**config.mk**
```make
export PLATFORM = sky130hd
export DESIGN_NAME = shift_cmd_sched_flat
export DESIGN_NICKNAME = d
export VERILOG_FILES = /design/src/rtl/shift_cmd_sched_if.sv /design/src/rtl/shift_cmd_sched.sv /design/src/flat_wrapper.sv
export SDC_FILE = /design/constraint.sdc
export NUM_CORES = 1
export LEC_CHECK = 0
export CAP_MARGIN = 40
export CORE_UTILIZATION = 25
export CTS_BUF_LIST = sky130_fd_sc_hd__clkbuf_8
export DETAILED_ROUTE_END_ITERATION = 8
export PLACE_DENSITY = 0.49
export REMOVE_ABC_BUFFERS = 1
export SYNTH_ARGS = -nofsm -noshare
export SYNTH_HDL_FRONTEND = slang
export SYNTH_SLANG_ARGS = --single-unit
export TNS_END_PERCENT = 20
```
**constraint.sdc**
```tcl
create_clock -name i_clk -period 4 [get_ports i_clk]
set_input_delay 1 -clock i_clk [delete_from_list [all_inputs] [get_ports i_clk]]
set_output_delay 1 -clock i_clk [all_outputs]
set_load 0.03 [all_outputs]
```
**src/rtl/shift_cmd_sched_if.sv**
```systemverilog
`default_nettype none
// +--------------------------------------------------------------------------+
// | shift_cmd_sched_if : command push bus into the Shift_Head scheduler      |
// | Rev 1.0                                                                  |
// +--------------------------------------------------------------------------+
interface shift_cmd_sched_if #(
  parameter int HEAD_SHIFT_WIDTH = 4,
  parameter int META_SHIFT_WIDTH = 4,
  parameter int KW               = 8
);
  logic                        cmd_valid;
  logic                        cmd_ready;
  logic [HEAD_SHIFT_WIDTH-1:0] cmd_headShift;
  logic [META_SHIFT_WIDTH-1:0] cmd_metaShift;
  logic [KW-1:0]               cmd_extField;

  modport master (
    output cmd_valid, cmd_headShift, cmd_metaShift, cmd_extField,
    input  cmd_ready
  );

  modport slave (
    input  cmd_valid, cmd_headShift, cmd_metaShift, cmd_extField,
    output cmd_ready
  );
endinterface
`default_nettype wire

```
**src/rtl/shift_cmd_sched.sv**
```systemverilog
`default_nettype none
// +--------------------------------------------------------------------------+
// | shift_cmd_sched : per-packet shift command FIFO/scheduler for Shift_Head |
// | Option macro: SHIFT_CMD_SCHED_STAT_EN (packet/error counters)   Rev 1.0  |
// +--------------------------------------------------------------------------+
module shift_cmd_sched #(
  parameter int CMD_DEPTH        = 4,
  parameter int CMD_AW           = 2,
  parameter int HEAD_SHIFT_WIDTH = 4,
  parameter int META_SHIFT_WIDTH = 4,
  parameter int HEAD_CANDI_NUM   = 8,
  parameter int TAG_WIDTH        = 3,
  parameter int TAG_VALID_BIT    = 0,
  parameter int TAG_START_BIT    = 1,
  parameter int TAG_TAIL_BIT     = 2,
  parameter int KEY_FILED_NUM    = 2,
  parameter int KEY_FIELD_WIDTH  = 4,
  parameter int KW               = KEY_FILED_NUM * KEY_FIELD_WIDTH
) (
  input  wire                         i_clk,
  input  wire                         i_rst_n,
  shift_cmd_sched_if.slave            cmd_if,
  input  wire  [TAG_WIDTH-1:0]        i_headTag,
  output logic [HEAD_SHIFT_WIDTH-1:0] o_headShift,
  output logic [META_SHIFT_WIDTH-1:0] o_metaShift,
  output logic [KW-1:0]               o_extField,
  output logic                        o_underflow,
  output logic                        o_protoErr,
  output logic                        o_rangeErr
`ifdef SHIFT_CMD_SCHED_STAT_EN
  ,
  output logic [31:0]                 o_pktCnt,
  output logic [15:0]                 o_errCnt
`endif
);

  localparam logic [CMD_AW:0]           c_depth  = (CMD_AW+1)'(CMD_DEPTH);
  localparam logic [HEAD_SHIFT_WIDTH-1:0] c_hs_max = HEAD_SHIFT_WIDTH'(HEAD_CANDI_NUM - 1);

  typedef enum logic [0:0] {S_IDLE = 1'b0, S_PKT = 1'b1} state_t;

  state_t                      r_state;
  logic [CMD_AW-1:0]           r_wr_ptr, r_rd_ptr;
  logic [CMD_AW:0]             r_count, w_count_nxt;
  logic                        r_cmd_ready;
  logic [HEAD_SHIFT_WIDTH-1:0] r_mem_hs [CMD_DEPTH];
  logic [META_SHIFT_WIDTH-1:0] r_mem_ms [CMD_DEPTH];
  logic [KW-1:0]               r_mem_ef [CMD_DEPTH];
  logic [HEAD_SHIFT_WIDTH-1:0] r_hold_hs;
  logic [META_SHIFT_WIDTH-1:0] r_hold_ms;
  logic [KW-1:0]               r_hold_ef;

  logic                        w_sop, w_eop, w_empty, w_push, w_pop, w_hs_over;
  logic [HEAD_SHIFT_WIDTH-1:0] w_head_hs;
  logic [META_SHIFT_WIDTH-1:0] w_head_ms;
  logic [KW-1:0]               w_head_ef;

  assign w_sop   = i_headTag[TAG_START_BIT] & i_headTag[TAG_VALID_BIT];
  assign w_eop   = i_headTag[TAG_TAIL_BIT]  & i_headTag[TAG_VALID_BIT];
  assign w_empty = (r_count == '0);
  assign w_push  = cmd_if.cmd_valid & r_cmd_ready;
  assign w_pop   = w_sop & ~w_empty;
  assign cmd_if.cmd_ready = r_cmd_ready;

  // FIFO head as seen by a starting packet: zeros when empty, headShift clamped
  always_comb begin
    w_hs_over = 1'b0;
    w_head_hs = '0;
    w_head_ms = '0;
    w_head_ef = '0;
    if (!w_empty) begin
      w_hs_over = (r_mem_hs[r_rd_ptr] > c_hs_max);
      w_head_hs = w_hs_over ? c_hs_max : r_mem_hs[r_rd_ptr];
      w_head_ms = r_mem_ms[r_rd_ptr];
      w_head_ef = r_mem_ef[r_rd_ptr];
    end
  end

  always_comb begin
    w_count_nxt = r_count;
    unique case ({w_push, w_pop})
      2'b10:   w_count_nxt = r_count + 1'b1;
      2'b01:   w_count_nxt = r_count - 1'b1;
      default: w_count_nxt = r_count;
    endcase
  end

  always_comb begin
    o_headShift = (r_state == S_IDLE) ? w_head_hs : r_hold_hs;
    o_metaShift = (r_state == S_IDLE) ? w_head_ms : r_hold_ms;
    o_extField  = (r_state == S_IDLE) ? w_head_ef : r_hold_ef;
    o_underflow = w_sop & w_empty;
    o_protoErr  = w_sop & (r_state == S_PKT);
    o_rangeErr  = w_pop & w_hs_over;
  end

  // Storage needs no reset: only entries between the pointers are ever read
  always_ff @(posedge i_clk) begin
    if (w_push) begin
      r_mem_hs[r_wr_ptr] <= cmd_if.cmd_headShift;
      r_mem_ms[r_wr_ptr] <= cmd_if.cmd_metaShift;
      r_mem_ef[r_wr_ptr] <= cmd_if.cmd_extField;
    end
  end

  always_ff @(posedge i_clk or negedge i_rst_n) begin
    if (!i_rst_n) begin
      r_state     <= S_IDLE;
      r_wr_ptr    <= '0;
      r_rd_ptr    <= '0;
      r_count     <= '0;
      r_cmd_ready <= 1'b0;
      r_hold_hs   <= '0;
      r_hold_ms   <= '0;
      r_hold_ef   <= '0;
    end else begin
      if (w_push) r_wr_ptr <= r_wr_ptr + 1'b1;
      if (w_pop)  r_rd_ptr <= r_rd_ptr + 1'b1;
      r_count     <= w_count_nxt;
      r_cmd_ready <= (w_count_nxt != c_depth);
      if (w_sop) begin
        r_hold_hs <= w_head_hs;
        r_hold_ms <= w_head_ms;
        r_hold_ef <= w_head_ef;
      end
      unique case (r_state)
        S_IDLE:  if (w_sop && !w_eop) r_state <= S_PKT;
        S_PKT:   if (w_eop) r_state <= S_IDLE;
        default: r_state <= S_IDLE;
      endcase
    end
  end

`ifdef SHIFT_CMD_SCHED_STAT_EN
  logic [31:0] r_pkt_cnt;
  logic [15:0] r_err_cnt;

  always_ff @(posedge i_clk or negedge i_rst_n) begin
    if (!i_rst_n) begin
      r_pkt_cnt <= '0;
      r_err_cnt <= '0;
    end else begin
      if (w_sop && (r_pkt_cnt != '1)) r_pkt_cnt <= r_pkt_cnt + 1'b1;
      if ((o_underflow | o_protoErr | o_rangeErr) && (r_err_cnt != '1))
        r_err_cnt <= r_err_cnt + 1'b1;
    end
  end

  assign o_pktCnt = r_pkt_cnt;
  assign o_errCnt = r_err_cnt;
`endif

endmodule
`default_nettype wire
```
**src/flat_wrapper.sv**
```systemverilog
// flat-port wrapper written by rule: the top's interface ports become plain ports
module shift_cmd_sched_flat 
#(
  parameter int CMD_DEPTH        = 4,
  parameter int CMD_AW           = 2,
  parameter int HEAD_SHIFT_WIDTH = 4,
  parameter int META_SHIFT_WIDTH = 4,
  parameter int HEAD_CANDI_NUM   = 8,
  parameter int TAG_WIDTH        = 3,
  parameter int TAG_VALID_BIT    = 0,
  parameter int TAG_START_BIT    = 1,
  parameter int TAG_TAIL_BIT     = 2,
  parameter int KEY_FILED_NUM    = 2,
  parameter int KEY_FIELD_WIDTH  = 4,
  parameter int KW               = KEY_FILED_NUM * KEY_FIELD_WIDTH
)
  (i_clk, i_rst_n, i_headTag, o_headShift, o_metaShift, o_extField, o_underflow, o_protoErr, o_rangeErr, cmd_if_cmd_valid, cmd_if_cmd_headShift, cmd_if_cmd_metaShift, cmd_if_cmd_extField, cmd_if_cmd_ready);
  shift_cmd_sched_if #(.HEAD_SHIFT_WIDTH(HEAD_SHIFT_WIDTH), .META_SHIFT_WIDTH(META_SHIFT_WIDTH), .KW(KW)) cmd_if_i ();
  input  wire i_clk;
  input  wire i_rst_n;
  input  wire  [TAG_WIDTH-1:0] i_headTag;
  output logic [HEAD_SHIFT_WIDTH-1:0] o_headShift;
  output logic [META_SHIFT_WIDTH-1:0] o_metaShift;
  output logic [KW-1:0] o_extField;
  output logic o_underflow;
  output logic o_protoErr;
  output logic o_rangeErr;
  input wire logic [$bits(cmd_if_i.cmd_valid)-1:0] cmd_if_cmd_valid;
  input wire logic [$bits(cmd_if_i.cmd_headShift)-1:0] cmd_if_cmd_headShift;
  input wire logic [$bits(cmd_if_i.cmd_metaShift)-1:0] cmd_if_cmd_metaShift;
  input wire logic [$bits(cmd_if_i.cmd_extField)-1:0] cmd_if_cmd_extField;
  output wire logic [$bits(cmd_if_i.cmd_ready)-1:0] cmd_if_cmd_ready;
  assign cmd_if_i.cmd_valid = cmd_if_cmd_valid;
  assign cmd_if_i.cmd_headShift = cmd_if_cmd_headShift;
  assign cmd_if_i.cmd_metaShift = cmd_if_cmd_metaShift;
  assign cmd_if_i.cmd_extField = cmd_if_cmd_extField;
  assign cmd_if_cmd_ready = cmd_if_i.cmd_ready;
  shift_cmd_sched #(.CMD_DEPTH(CMD_DEPTH), .CMD_AW(CMD_AW), .HEAD_SHIFT_WIDTH(HEAD_SHIFT_WIDTH), .META_SHIFT_WIDTH(META_SHIFT_WIDTH), .HEAD_CANDI_NUM(HEAD_CANDI_NUM), .TAG_WIDTH(TAG_WIDTH), .TAG_VALID_BIT(TAG_VALID_BIT), .TAG_START_BIT(TAG_START_BIT), .TAG_TAIL_BIT(TAG_TAIL_BIT), .KEY_FILED_NUM(KEY_FILED_NUM), .KEY_FIELD_WIDTH(KEY_FIELD_WIDTH), .KW(KW)) u_core (.i_clk(i_clk), .i_rst_n(i_rst_n), .cmd_if(cmd_if_i), .i_headTag(i_headTag), .o_headShift(o_headShift), .o_metaShift(o_metaShift), .o_extField(o_extField), .o_underflow(o_underflow), .o_protoErr(o_protoErr), .o_rangeErr(o_rangeErr));
endmodule
```
==> impl_metrics.env <==
export IMPL_status="completed"
export IMPL_cts_setup_buffers=0
export IMPL_ys_warn_count=0
export IMPL_core_sq_um=13900
export IMPL_hp_class="flop to flop"
export IMPL_ys_flop_type="edfxtp_1"
export IMPL_hold_viol=0
export IMPL_dpl_hpwl_mm=4.67
export IMPL_die_h_um=122
export IMPL_reg2reg_depth=10
export IMPL_n_antenna_cell=0
export IMPL_synth_seq_area_share_pct=71.3
export IMPL_clkSinkCount=89
export IMPL_max_cap_violations=0
export IMPL_utilization_pct=31.9
export IMPL_clk_pin_slew_ns=0.08
export IMPL_area_delta_synth_final_pct=24.2
export IMPL_drc=0
export IMPL_syn_area_per_cell_sq_um=18.4
export IMPL_min_delay_path_depth=2
export IMPL_dieArea_sq_um=14800
export IMPL_cts_tree="built"
export IMPL_clock_root_buffer="clkbuf_8"
export IMPL_fin_crit_sh_pct=92.5
export IMPL_grt_pass1_wl_mm=11.2
export IMPL_vias=1875
export IMPL_synthDistinctLibCells=28
export IMPL_cts_hold_buf=0
export IMPL_worst_r2r_setup_slack_ns=1.35
export IMPL_syn_cell_area_sq_um=3570
export IMPL_numCtsBuffers=9
export IMPL_fin_tns_setup_ns=0
export IMPL_end_kind="output pin"
export IMPL_power_switching_mw=1.09
export IMPL_criticalPathCategory="flop to output pin"
export IMPL_relSlewSlack_pct=62.8
export IMPL_async_flop_share_pct=28.1
export IMPL_routabilityCongestion=0.693
export IMPL_finalClockSkew_ns=0.00902
export IMPL_grt_max_degree=26
export IMPL_grt_usage_pct=10.5
export IMPL_maxSlewViolCount=0
export IMPL_row_count=43
export IMPL_crit_path_start_kind="flop"
export IMPL_fmax_mhz=270
export IMPL_overflow=0
export IMPL_min_period_ns=3.70
export IMPL_finalWirelength_mm=7.15
export IMPL_die_w_um=122
export IMPL_pwr_share_clk_pct=19.4
export IMPL_synth_seq_cells=89
export IMPL_synth_edff_count=64
export IMPL_p_leak_nw=1.64
export IMPL_io_pins=42
export IMPL_port_buffer_count=41
export IMPL_drive_gt1_share_pct=16.5
export IMPL_clk_latency_ns=0.35
export IMPL_setup_viol=0
export IMPL_antenna_found_initial=0
export IMPL_seq_power_share_pct=43.1
export IMPL_p_sw_share_pct=34.1
export IMPL_grt_pass1_vias=1969
export IMPL_htree_levels=3
export IMPL_cp_max_fo=8
export IMPL_power_internal_mw=2.10
export IMPL_syn_inst=194
export IMPL_critPathRequiredTime_ns=3.00
export IMPL_drt_pass1_iter_count=4
export IMPL_ctsResizeCount=0
export IMPL_via_per_inst=4.31
export IMPL_nets=278
export IMPL_start_util_pct=25.7
export IMPL_worst_pin_slew_ns=0.558
export IMPL_ir_drop_mv=0.215
export IMPL_combPwrFrac_pct=37.5
export IMPL_final_cell_mix="edfxtp_1, clkdlybuf4s50_1, dfrtp_1"
export IMPL_cts_path_max_buffers=2
export IMPL_drt_iter0_drc=66
export IMPL_final_common_cell="edfxtp_1"
export IMPL_rsz0062_at_grt="false"
export IMPL_avgRoutedWirePerCell_um=16.4
export IMPL_worstPathArrival_ns=2.70
export IMPL_p_per_area_nw_per_um2=718
export IMPL_postRouteAntennaNets=0
-- metrics by stage --
step           instances  hold slack [ns]  setup slack, ns  cell area (sq um)  power [mW]
2_1_floorplan        185            0.445            0.867               3510        2.12
3_3_place_gp         418            0.461            0.385               4230        2.60
3_5_place_dp         419            0.473            0.319               4240        2.62
4_1_cts              435            0.494            0.243               4440        3.24
5_1_grt              435            0.520            0.180               4440        3.36
6_report             435            0.489            0.299               4440        3.19
-- power groups by stage --
stage | combinational, mW | sequential [mW] | clock [mW]
after floorplan | 0.731 | 1.38 | 0
after global placement | 1.21 | 1.39 | 0
after detailed placement | 1.22 | 1.40 | 0
after CTS | 1.23 | 1.38 | 0.640
after global routing | 1.29 | 1.40 | 0.667
final | 1.19 | 1.37 | 0.620
-- worst max-delay path: stages (launching register included) --
cell and delay, ns:
dfrtp_1 0.63, buf_4 0.26, mux4_1 0.62, a22o_1 0.24, clkdlybuf4s50_1 0.59
-- logic make-up after synthesis --
logic type / count (synthesis) / synth area share, %
AO/OA/AOI/OAI: 34 / 7.39
adder cells (fa/ha/maj): 6 / 2.31
AND/OR/NAND/NOR: 27 / 3.78
XOR/XNOR: 5 / 1.23
flip-flops: 89 / 71.3
buffers and inverters: 15 / 2.52
multiplexers: 18 / 11.5
-- cells in the mapped netlist, types with 2 or more instances --
cell / number / share of area [%]
and3_1: 6 / 1.1
clkbuf_1: 4 / 0.42
mux4_2: 8 / 5.0
buf_6: 2 / 0.63
mux4_1: 8 / 5.9
a21oi_1: 2 / 0.28
a22o_1: 24 / 5.9
inv_1: 5 / 0.53
xor2_1: 2 / 0.49
and2_1: 3 / 0.53
xnor2_1: 3 / 0.74
o21ai_0: 7 / 0.98
dfrtp_1: 25 / 18
nor2_1: 4 / 0.42
edfxtp_1: 64 / 54
nand2_1: 9 / 0.94
or2_2: 2 / 0.35
buf_2: 2 / 0.28
ha_1: 5 / 1.8
-- registers in the layout (all words and copies together) (netlist names) --
register                 count
u_core.r_rd_ptr              2
u_core.r_state               1
u_core.r_mem_hs             16
u_core.r_wr_ptr              2
u_core.r_mem_ef             32
u_core.r_mem_ms             16
u_core.cmd_if.cmd_ready      1
u_core.r_hold_hs             4
u_core.r_hold_ef             8
u_core.r_hold_ms             4
u_core.r_count               3
-- path summary, 6_finish.rpt --
kind / startpoint / end
worst max-delay path: u_core.r_rd_ptr[0] / o_extField[1]
worst min-delay path: u_core.r_hold_hs[1] / u_core.r_hold_hs[1]
worst max register to register: u_core.r_count[0] / u_core.cmd_if.cmd_ready
worst min register to register: u_core.r_hold_hs[1] / u_core.r_hold_hs[1]
max in group asynchronous: i_rst_n / u_core.r_hold_ms[3]
min in group asynchronous: i_rst_n / u_core.r_hold_hs[3]
-- per-layer routing --
metal | up-vias | global-route usage, % | part of all wire, %
met4 | 0 | 3.70 | 1.4
met3 | 9 | 2.90 | 4.1
met2 | 43 | 17.6 | 49
li1 | 880 | - | -
met5 | - | 0 | 0
met1 | 943 | 13.1 | 46
-- layout make-up --
class | count | area (sq um)
fill | 1349 | 9490
clock buffer | 9 | 124
tap | 180 | 225
timing repair buffer | 54 | 505
sequential | 89 | 2550
multi-input combinational | 90 | 937
inverter | 6 | 22.5
clock inverter | 7 | 78.8
(Power assumes the default switching activity.)
